**src/rtl/fetch_stage_pkg.sv**
```systemverilog
// Shared definitions for the MIPS IF stage: reset PC, bubble instruction,
// datapath width and a small helper for word-aligning branch targets.
package fetch_stage_pkg;

    localparam int          INSTR_W       = 32;
    localparam logic [31:0] DEF_RESET_PC  = 32'h0000_0000;
    localparam logic [31:0] DEF_NOP_INSTR = 32'h0000_0000;

    // Instructions are word aligned, so the two low address bits are dropped.
    function automatic logic [INSTR_W-1:0] word_align(input logic [INSTR_W-1:0] addr);
        return {addr[INSTR_W-1:2], 2'b00};
    endfunction

endpackage

```
**src/rtl/fetch_stage_pipe_reg.sv**
```systemverilog
// Generic pipeline register with a synchronous reset, a load enable and a
// flush that forces the register to a fixed bubble value.
module pipe_reg #(
    parameter int           W         = 32,
    parameter logic [W-1:0] FLUSH_VAL = '0
) (
    input  logic         clk,
    input  logic         reset,
    input  logic         en,
    input  logic         flush,
    input  logic [W-1:0] d,
    output logic [W-1:0] q
);

    // Reset and flush both insert the bubble, and flush beats a held stage.
    always_ff @(posedge clk) begin
        if (reset || flush) begin
            q <= FLUSH_VAL;
        end else if (en) begin
            q <= d;
        end
    end

endmodule

```
**src/rtl/fetch_stage.sv**
```systemverilog
// IF stage of the 5-stage MIPS pipeline: PC register, PC+4 adder, EX-stage
// redirect, IF/ID pipeline register and saturating stall/flush debug counters.
module fetch_stage
    import fetch_stage_pkg::*;
#(
    parameter logic [31:0] RESET_PC  = DEF_RESET_PC,
    parameter logic [31:0] NOP_INSTR = DEF_NOP_INSTR,
    parameter int          CNT_W     = 16
) (
    input  logic             clk,
    input  logic             reset,
    input  logic             pc_write,
    input  logic             if_id_write,
    input  logic             redirect_valid,
    input  logic [31:0]      redirect_target,
    output logic [31:0]      imem_addr,
    input  logic [31:0]      imem_rdata,
    output logic [31:0]      pc,
    output logic [31:0]      if_id_pc4,
    output logic [31:0]      if_id_instr,
    output logic             if_id_valid,
    output logic             align_err,
    output logic [CNT_W-1:0] stall_count,
    output logic [CNT_W-1:0] flush_count
);

    localparam int IFID_W = 1 + 2 * INSTR_W;

    logic [31:0]       pc_plus4;
    logic [IFID_W-1:0] if_id_d;
    logic [IFID_W-1:0] if_id_q;

    // Sequential fetch; the adder wraps naturally at the top of memory.
    assign pc_plus4  = pc + 32'd4;
    assign imem_addr = pc;

    // A redirect from an older instruction in EX overrides a load-use stall.
    always_ff @(posedge clk) begin
        if (reset) begin
            pc <= RESET_PC;
        end else if (redirect_valid) begin
            pc <= word_align(redirect_target);
        end else if (pc_write) begin
            pc <= pc_plus4;
        end
    end

    // Misaligned redirect targets are still taken, but flagged for one cycle.
    always_ff @(posedge clk) begin
        if (reset) begin
            align_err <= 1'b0;
        end else begin
            align_err <= redirect_valid & (|redirect_target[1:0]);
        end
    end

    // Debug counters: stalls only count when no flush is squashing the stage.
    always_ff @(posedge clk) begin
        if (reset) begin
            stall_count <= '0;
            flush_count <= '0;
        end else begin
            if (!if_id_write && !redirect_valid && (stall_count != {CNT_W{1'b1}})) begin
                stall_count <= stall_count + 1'b1;
            end
            if (redirect_valid && (flush_count != {CNT_W{1'b1}})) begin
                flush_count <= flush_count + 1'b1;
            end
        end
    end

    assign if_id_d = {1'b1, pc_plus4, imem_rdata};

    pipe_reg #(
        .W         (IFID_W),
        .FLUSH_VAL ({1'b0, 32'h0000_0000, NOP_INSTR})
    ) u_if_id (
        .clk   (clk),
        .reset (reset),
        .en    (if_id_write),
        .flush (redirect_valid),
        .d     (if_id_d),
        .q     (if_id_q)
    );

    assign {if_id_valid, if_id_pc4, if_id_instr} = if_id_q;

endmodule

```
**config.mk**
```make
export PLATFORM = sky130hd
export DESIGN_NAME = fetch_stage
export DESIGN_NICKNAME = d
export VERILOG_FILES = /design/src/rtl/fetch_stage_pkg.sv /design/src/rtl/fetch_stage_pipe_reg.sv /design/src/rtl/fetch_stage.sv
export SDC_FILE = /design/constraint.sdc
export NUM_CORES = 1
export LEC_CHECK = 0
export ABC_CLOCK_PERIOD_IN_PS = 4800
export CAP_MARGIN = 30
export CORE_ASPECT_RATIO = 0.6
export CORE_MARGIN = 1
export CORE_UTILIZATION = 48
export DETAILED_ROUTE_END_ITERATION = 8
export HOLD_SLACK_MARGIN = 0.06
export PLACE_DENSITY = 0.86
export SLEW_MARGIN = 20
export SYNTH_ARGS = -nofsm -noshare
export SYNTH_HDL_FRONTEND = slang
export SYNTH_SLANG_ARGS = --single-unit
export TNS_END_PERCENT = 5
```
**constraint.sdc**
```tcl
create_clock -name clk -period 4.8 [get_ports clk]
set_clock_uncertainty 0.1 [all_clocks]
set_input_delay 0.96 -clock clk [delete_from_list [all_inputs] [get_ports clk]]
set_output_delay 0.96 -clock clk [all_outputs]
set_load 0.01 [all_outputs]
```
==> results.md, run 1 <==
* Initial antenna violation count at 0
* Worst setup path endpoint: pc[9]
* Minimum hold slack at 0.367 ns
* Largest family of logic cells by synthesized area: simple AND/OR/NAND/NOR gates
* Ys async rst share at 0
* Final period util at 0.591
* RSZ-0062 raised after global routing: false
* FF+latch count, synth at about 130
* CP cell instances: clkdlybuf4s50_1
* Total negative slack at 0 ns
* Slowest CP cell: dfxtp_1
* Reg2reg end: u_if_id.q[54]$_SDFFE_PP0P_
* Ys Warns at 0
* Worst path buffer plus inverter count at 1
* Vias per cell at 5.43
* Worst IR Drop VDD at 272 uV
* Internal power at between 1.5 and 2 mW
* Root buffer cell: clkbuf_16
* Area of the multi-input gates at 3130 sq um
* Area share of the largest cell type after synthesis at 0.410
* First-pass GRT wire length at 27200 um
* GP Congestion at 0.887
* Max incr delay on CP at 0.72 ns
* Detailed Route WL at between 15000 and 20000 um
* Mux cell area share after synthesis at 0.0618
* Largest net degree at the start of global routing at 74
* Synth top area cells: dfxtp_1, xnor2_1, nor2_1
* Slew HR at 0.381
* CTS tree: built
* Vias in the first global route at 5196
* Via count at 5756
* Arr. time, crit path at 1.78 ns
* I/O pin total at 231
* All-Layer GR Usage at 0.256
* Sw frac at 0.258
* Combinational group share of total power at 0.123
* H-tree Lvls at 4
* Overflow after GRT at 0
* Sequential share of power at 0.424
* Final hold violation count at 0
* Worst R2R Path Depth at 5
* Post-synthesis simple-gate area fraction at 0.227
* Synth Flop Type: dfxtp_1
* Total stage count of the critical path at 1
* CP top delay family: flip-flops
* Core Box Area at 12300 sq um
* Mapped Area at just over 6000 sq um
* Clock share of power at 0.453
* Critical path type: reg2out
* Number of port buffers at approximately 220
* Status: finished, final reports clean
* Nets at 954
* Worst setup EP type: output port
* Power density cells at 309 nW/um^2
* Yosys cell types at 42
* Die Ht at 89.7 um
* Hold_buf cts at 0
* Sequential standard cell area at 2520 sq um
* Post-DP HPWL at 11900 um
* Reg-to-Reg Start: imem_addr[5]$_SDFFE_PP0P_
* Clk sinks at 126
* # DRC at 0
* Num rows at 31
* Setup Buffers After CTS at 0
* Area growth syn-to-layout at 41.7%
* Antenna cells at 0
* Clock buffer depth at 2
* Total net switching power at 0.693 mW
* Layout cells sized above 1 at 0.0536
* CP Launch Type: flip-flop
* Clock latency on the worst-skew pair at 0.41 ns
* Cell count after synthesis at 717
* Final setup vio count at 0
* Slew Viols, Final at 0
* R2r setup slk at 2.04 ns
* XOR/XNOR Fraction of Synth Area at 0.111
* Static leakage at ~3 nW
* Slew of the pin with the lowest slew margin at 0.928 ns
* CP max FO at 16
* Clock transition at path regs at 0.06 ns
* Initial DRT Pass Iterations at 5
* Sequential share of the synthesized area at 0.410
* Worst Setup SP: imem_addr[9]$_SDFFE_PP0P_
* Post-Synth Adder-Cell Area at 0.00610
* Post-synth EDFFs at 0
* Die X at 148 um
* CTS-repair resized insts at 0
* Req. time, crit path at 3.74 ns
* Biggest area consumer among synthesized cells: dfxtp_1
* WL/cell at 15.9 um
* Fmax at 352 MHz
* TritonCTS Buffers at 17
* First DRT Iteration DRCs at 384
* Post-DRT Antenna Nets at 0
* Mean post-synth cell area at 8.59 sq um
* Compound-Gate Fraction of Synth Area at 0.0990
* Hold Path Class: reg2reg
* Max Cap Viol at 0
* # fillers at 934
* Post-route minimum period at 2.84 ns
* Die Area at 13300 sq um
* Initial core utilization at 0.501
how the worst min path moves through the flow:
stage                                from                    endpoint  slack [ns]  cells after the start
5_1_grt        u_if_id.q[38]$_SDFFE_PP0P_  u_if_id.q[38]$_SDFFE_PP0P_        0.41                      2
4_1_cts        u_if_id.q[64]$_SDFFE_PP0P_  u_if_id.q[64]$_SDFFE_PP0P_        0.37                      2
3_3_place_gp   u_if_id.q[64]$_SDFFE_PP0P_  u_if_id.q[64]$_SDFFE_PP0P_        0.35                      2
6_report       u_if_id.q[64]$_SDFFE_PP0P_  u_if_id.q[64]$_SDFFE_PP0P_        0.37                      2
3_5_place_dp   u_if_id.q[64]$_SDFFE_PP0P_  u_if_id.q[64]$_SDFFE_PP0P_        0.36                      2
2_1_floorplan  u_if_id.q[64]$_SDFFE_PP0P_  u_if_id.q[64]$_SDFFE_PP0P_        0.40                      2
power by group through the flow:
stage,logic [mW],clock network [mW],registers [mW]
3_5_place_dp,0.331,0,1.16
4_1_cts,0.333,1.24,1.14
6_report,0.331,1.22,1.14
3_3_place_gp,0.326,0,1.16
2_1_floorplan,0.165,0,1.16
5_1_grt,0.358,1.29,1.15
synthesized netlist by cell type, drive strengths merged, types with 2 or more instances:
master	n
and4	10
a31oi	2
and3	8
o21ai	22
nand2	43
and2	9
clkbuf	34
nand4	23
a21oi	39
or3	2
a21o	2
inv	6
mux2i	38
xor2	22
o31ai	2
a211oi	27
nor4	19
nor2	108
ha	3
nand3	27
a311oi	2
nor3	23
xnor2	56
dfxtp	126
buf	54
logic make-up after synthesis:
kind of cell | Yosys count
and+or+nand+nor | 275
buffers and inverters | 95
xor gates and xnor gates | 78
adders and majority gates | 3
muxes | 38
other | 1
AOI/OAI and AO/OA | 101
DFF | 126
cell usage in the layout (no fill, tap or decap), types with 2 or more instances in the layout:
cell type,netlist,final
or3_1,2,2
nor4_1,14,14
nor2_1,108,108
conb_1,1,6
and2_1,9,9
nand4_1,21,21
buf_4,39,6
a31oi_1,2,2
a211oi_1,27,27
nor4_2,3,3
a21o_1,2,2
xor2_1,22,22
inv_6,0,4
o21ai_0,22,22
nand4_4,2,2
and3_1,8,8
o31ai_1,2,2
nor3_1,23,23
clkbuf_16,0,17
a21oi_1,39,39
clkdlybuf4s50_1,0,222
dfxtp_1,126,126
ha_1,3,3
mux2i_1,38,38
nor4_4,2,2
a311oi_1,2,2
and4_1,10,10
nand3_1,26,26
inv_1,6,6
xnor2_1,56,56
clkinv_4,0,5
clkinvlp_4,0,3
nand2_1,43,43
tightest hold or removal path: stages, from the launching register on:
cell and delay, ns:
dfxtp_1 0.32, nor2_1 0.04, nor2_1 0.07
state kept, by name, indices dropped and copies added, names as in the netlist:
name	flops
align_err	1
flush_count	16
imem_addr	30
stall_count	16
u_if_id.q	63
metal layers:
layer	GRT usage	vias to the layer above	part of all wire
li1	-	2778	-
met1	0.367	2710	0.46
met2	0.381	253	0.44
met3	0.0629	15	0.094
met4	0.0662	0	0.0072
met5	0	-	0
per-stage QoR:
stage,util,worst slack (ns),power [mW],cells,area (sq um)
2_1_floorplan,-,2.53,1.32,722,6170
3_3_place_gp,0.663,1.66,1.49,1027,8150
3_5_place_dp,0.663,1.69,1.49,1028,8160
4_1_cts,0.709,1.96,2.71,1060,8720
5_1_grt,0.709,1.88,2.80,1060,8720
6_report,0.709,1.96,2.69,1060,8720
area by class of cell:
type,instances,area share
tap,165,0.0237
sequential,126,0.289
clock inverter,14,0.0156
multi-input combinational,501,0.359
inverter,7,0.00301
timing repair buffer,229,0.261
clock buffer,18,0.0492
No activity file was read; power rests on OpenSTA's default activity.
==> run 2, diff against run 1 <==
ABC_CLOCK_PERIOD_IN_PS = 2370   (was 4800)
CORE_UTILIZATION = 40   (was 48)
PLACE_DENSITY = 0.76   (was 0.86)
clock period = 2.37 ns   (was 4.8 ns; I/O delays follow)
==> run 2 against run 1 <==
Effect of this change:
- count of clock-buffer cells in the layout is 2 higher
- die area is 20% higher
- highest routed layer unchanged
- sequential cell count is the same
- sequential power rose by 99%
- design area grew 4.7%
- critical endpoint unchanged
- largest power group unchanged
- core utilization is 9.0 points lower
==> results.md, run 2 (synthesized netlist as in run 1, its figures left out) <==
* Slew HR at 0.654 (+0.273)
* RSZ-0062 raised after global routing: false
* Layout cells sized above 1 at 0.0872 (+0.0336)
* Setup Buffers After CTS at 0 (unchanged)
* Detailed Route WL at 17500 um (+3.6%)
* All-Layer GR Usage at 0.221 (-0.0347)
* Clock buffer depth at 2 (unchanged)
* Sequential standard cell area at 2520 sq um (unchanged)
* CTS tree: built
* Total stage count of the critical path at 2 (+1)
* Final hold violation count at 0 (unchanged)
* Total negative slack at 0 ns (unchanged)
* Global routing usage on met3 at 0.0548 (-0.00814)
* # fillers at 1287 (+38%)
* Clock transition at path regs at 0.06 ns (about the same)
* Max incr delay on CP at 0.54 ns (-0.18 ns)
* # DRC at 0 (unchanged)
* Clock latency on the worst-skew pair at 0.40 ns (about the same)
* Max FFs per register at 63 (unchanged)
* Worst R2R Path Depth at 5 (unchanged)
* CP cell instances: buf_4 > clkdlybuf4s50_1
* Area of the multi-input gates at 3130 sq um (unchanged)
* Worst Hold Depth at 2 (unchanged)
* Most flops, register: u_if_id.q
* Max Cap Viol at 0 (unchanged)
* Pre-CTS setup slack at 0.117 ns (-1.58 ns)
* H-tree Lvls at 4 (unchanged)
* TritonCTS Buffers at 17 (unchanged)
* Initial DRT Pass Iterations at 4 (-1)
* Most common cell after layout, fill and taps aside: clkdlybuf4s50_1
* I/O pin total at 231 (unchanged)
* Worst IR Drop VDD at 428 uV (+57%)
* Status: finished, final reports clean
* Initial antenna violation count at 1 (+1)
* Root buffer cell: clkbuf_16
* Final setup vio count at 0 (unchanged)
* CP Launch Type: flip-flop
* Most frequent cells in the layout: clkdlybuf4s50_1, dfxtp_1, nor2_1
* Via count at 5730 (-0.45%)
* Final period util at 0.941
* Number of port buffers at 224 (unchanged)
* Req. time, crit path at 1.80 ns (-1.94 ns)
* Overflow after GRT at 0 (unchanged)
* Vias per cell at 5.08 (-6.5%)
* CTS-repair resized insts at 0 (unchanged)
* Worst setup EP type: output port
* Hold Path Class: in2reg
* Post-layout util at 0.619 (-0.0905)
* First-pass GRT wire length at 27900 um (+2.7%)
* Num rows at 34 (+9.7%)
* GR met1 Demand/Resource at 0.326 (-0.0406)
* Largest net degree at the start of global routing at 51 (-31%)
* GP Congestion at 0.846 (-4.6%)
* Busiest grt layer: met1
* Worst path buffer plus inverter count at 2 (+1)
* First DRT Iteration DRCs at 449 (+17%)
* Power density cells at 649 nW/um^2 (+110%)
* Die X at 162 um (+9.4%)
* Post-DP HPWL at 12700 um (+6.5%)
* Minimum hold slack at 0.322 ns (-0.0451 ns)
* Grt met2 use at 0.316 (-0.0647)
* Clk sinks at 126 (unchanged)
* Final Power at 5.93 mW (+120%)
* Slowest CP cell: clkdlybuf4s50_1
* Die Area at 15900 sq um (+20%)
* Area growth syn-to-layout at 48.4%
* Critical path type: reg2out
* Initial core utilization at 0.417 (-0.0836)
* WL/cell at 15.5 um (-2.6%)
* Arr. time, crit path at 1.66 ns (-0.12 ns)
* Hold_buf cts at 0 (unchanged)
* Post-route setup slack at 0.140 ns (-1.82 ns)
* Post-DRT Antenna Nets at 0 (unchanged)
* Slew of the pin with the lowest slew margin at 0.515 ns (-0.413 ns)
* Post-route minimum period at 2.23 ns
* Slew Viols, Final at 0 (unchanged)
* Nets at 988 (+3.6%)
* CP top delay family: buffers and inverters
* CP max FO at 8 (-8)
* Vias in the first global route at 5286 (+1.7%)
* Static leakage at 3.30 nW (+7.4%)
* Die Ht at 98.1 um (+9.3%)
* Fmax at 448 MHz
* Core Box Area at 14800 sq um (+20%)
run 2: worst register-to-register path, stage by stage, from the launching register on:
cell and delay [ns]:
dfxtp_1 0.52, and4_1 0.31, nand4_1 0.33, nor4_2 0.45, xnor2_1 0.27, a21oi_1 0.12
run 2: through the flow:
step | std cells | cell area (sq um)
floorplan | 722 | 6170
global placement | 1095 | 8480
detailed placement | 1095 | 8480
CTS | 1127 | 9130
global route | 1127 | 9130
finish | 1128 | 9140
run 2: final timing paths:
check	slack, ns	start	endpoint
setup reg to reg	0.15	imem_addr[15]$_SDFFE_PP0P_	u_if_id.q[61]$_SDFFE_PP0P_
hold / removal	0.32	reset	flush_count[5]$_SDFFE_PP0P_
setup / recovery	0.14	imem_addr[9]$_SDFFE_PP0P_	pc[9]
hold reg to reg	0.37	u_if_id.q[64]$_SDFFE_PP0P_	u_if_id.q[64]$_SDFFE_PP0P_
run 2: cell type report:
type	instances	share of cell area
multi-input cells	501	0.343
diodes	1	0.000274
inverters	7	0.00288
flip-flops and latches	126	0.276
well taps	198	0.0271
clock inverters	12	0.0229
clock buffers	20	0.0489
repair buffers	263	0.279
run 2: power breakdown:
group	internal (mW)	switching, mW
sequential	2.20	0.0758
combinational	0.426	0.331
clock	1.91	0.991
run 2: metal layers:
layer	part of all wire	up-vias
met1	0.49	2644
met2	0.42	210
met5	0	-
li1	-	2862
met4	0.0097	0
met3	0.082	14
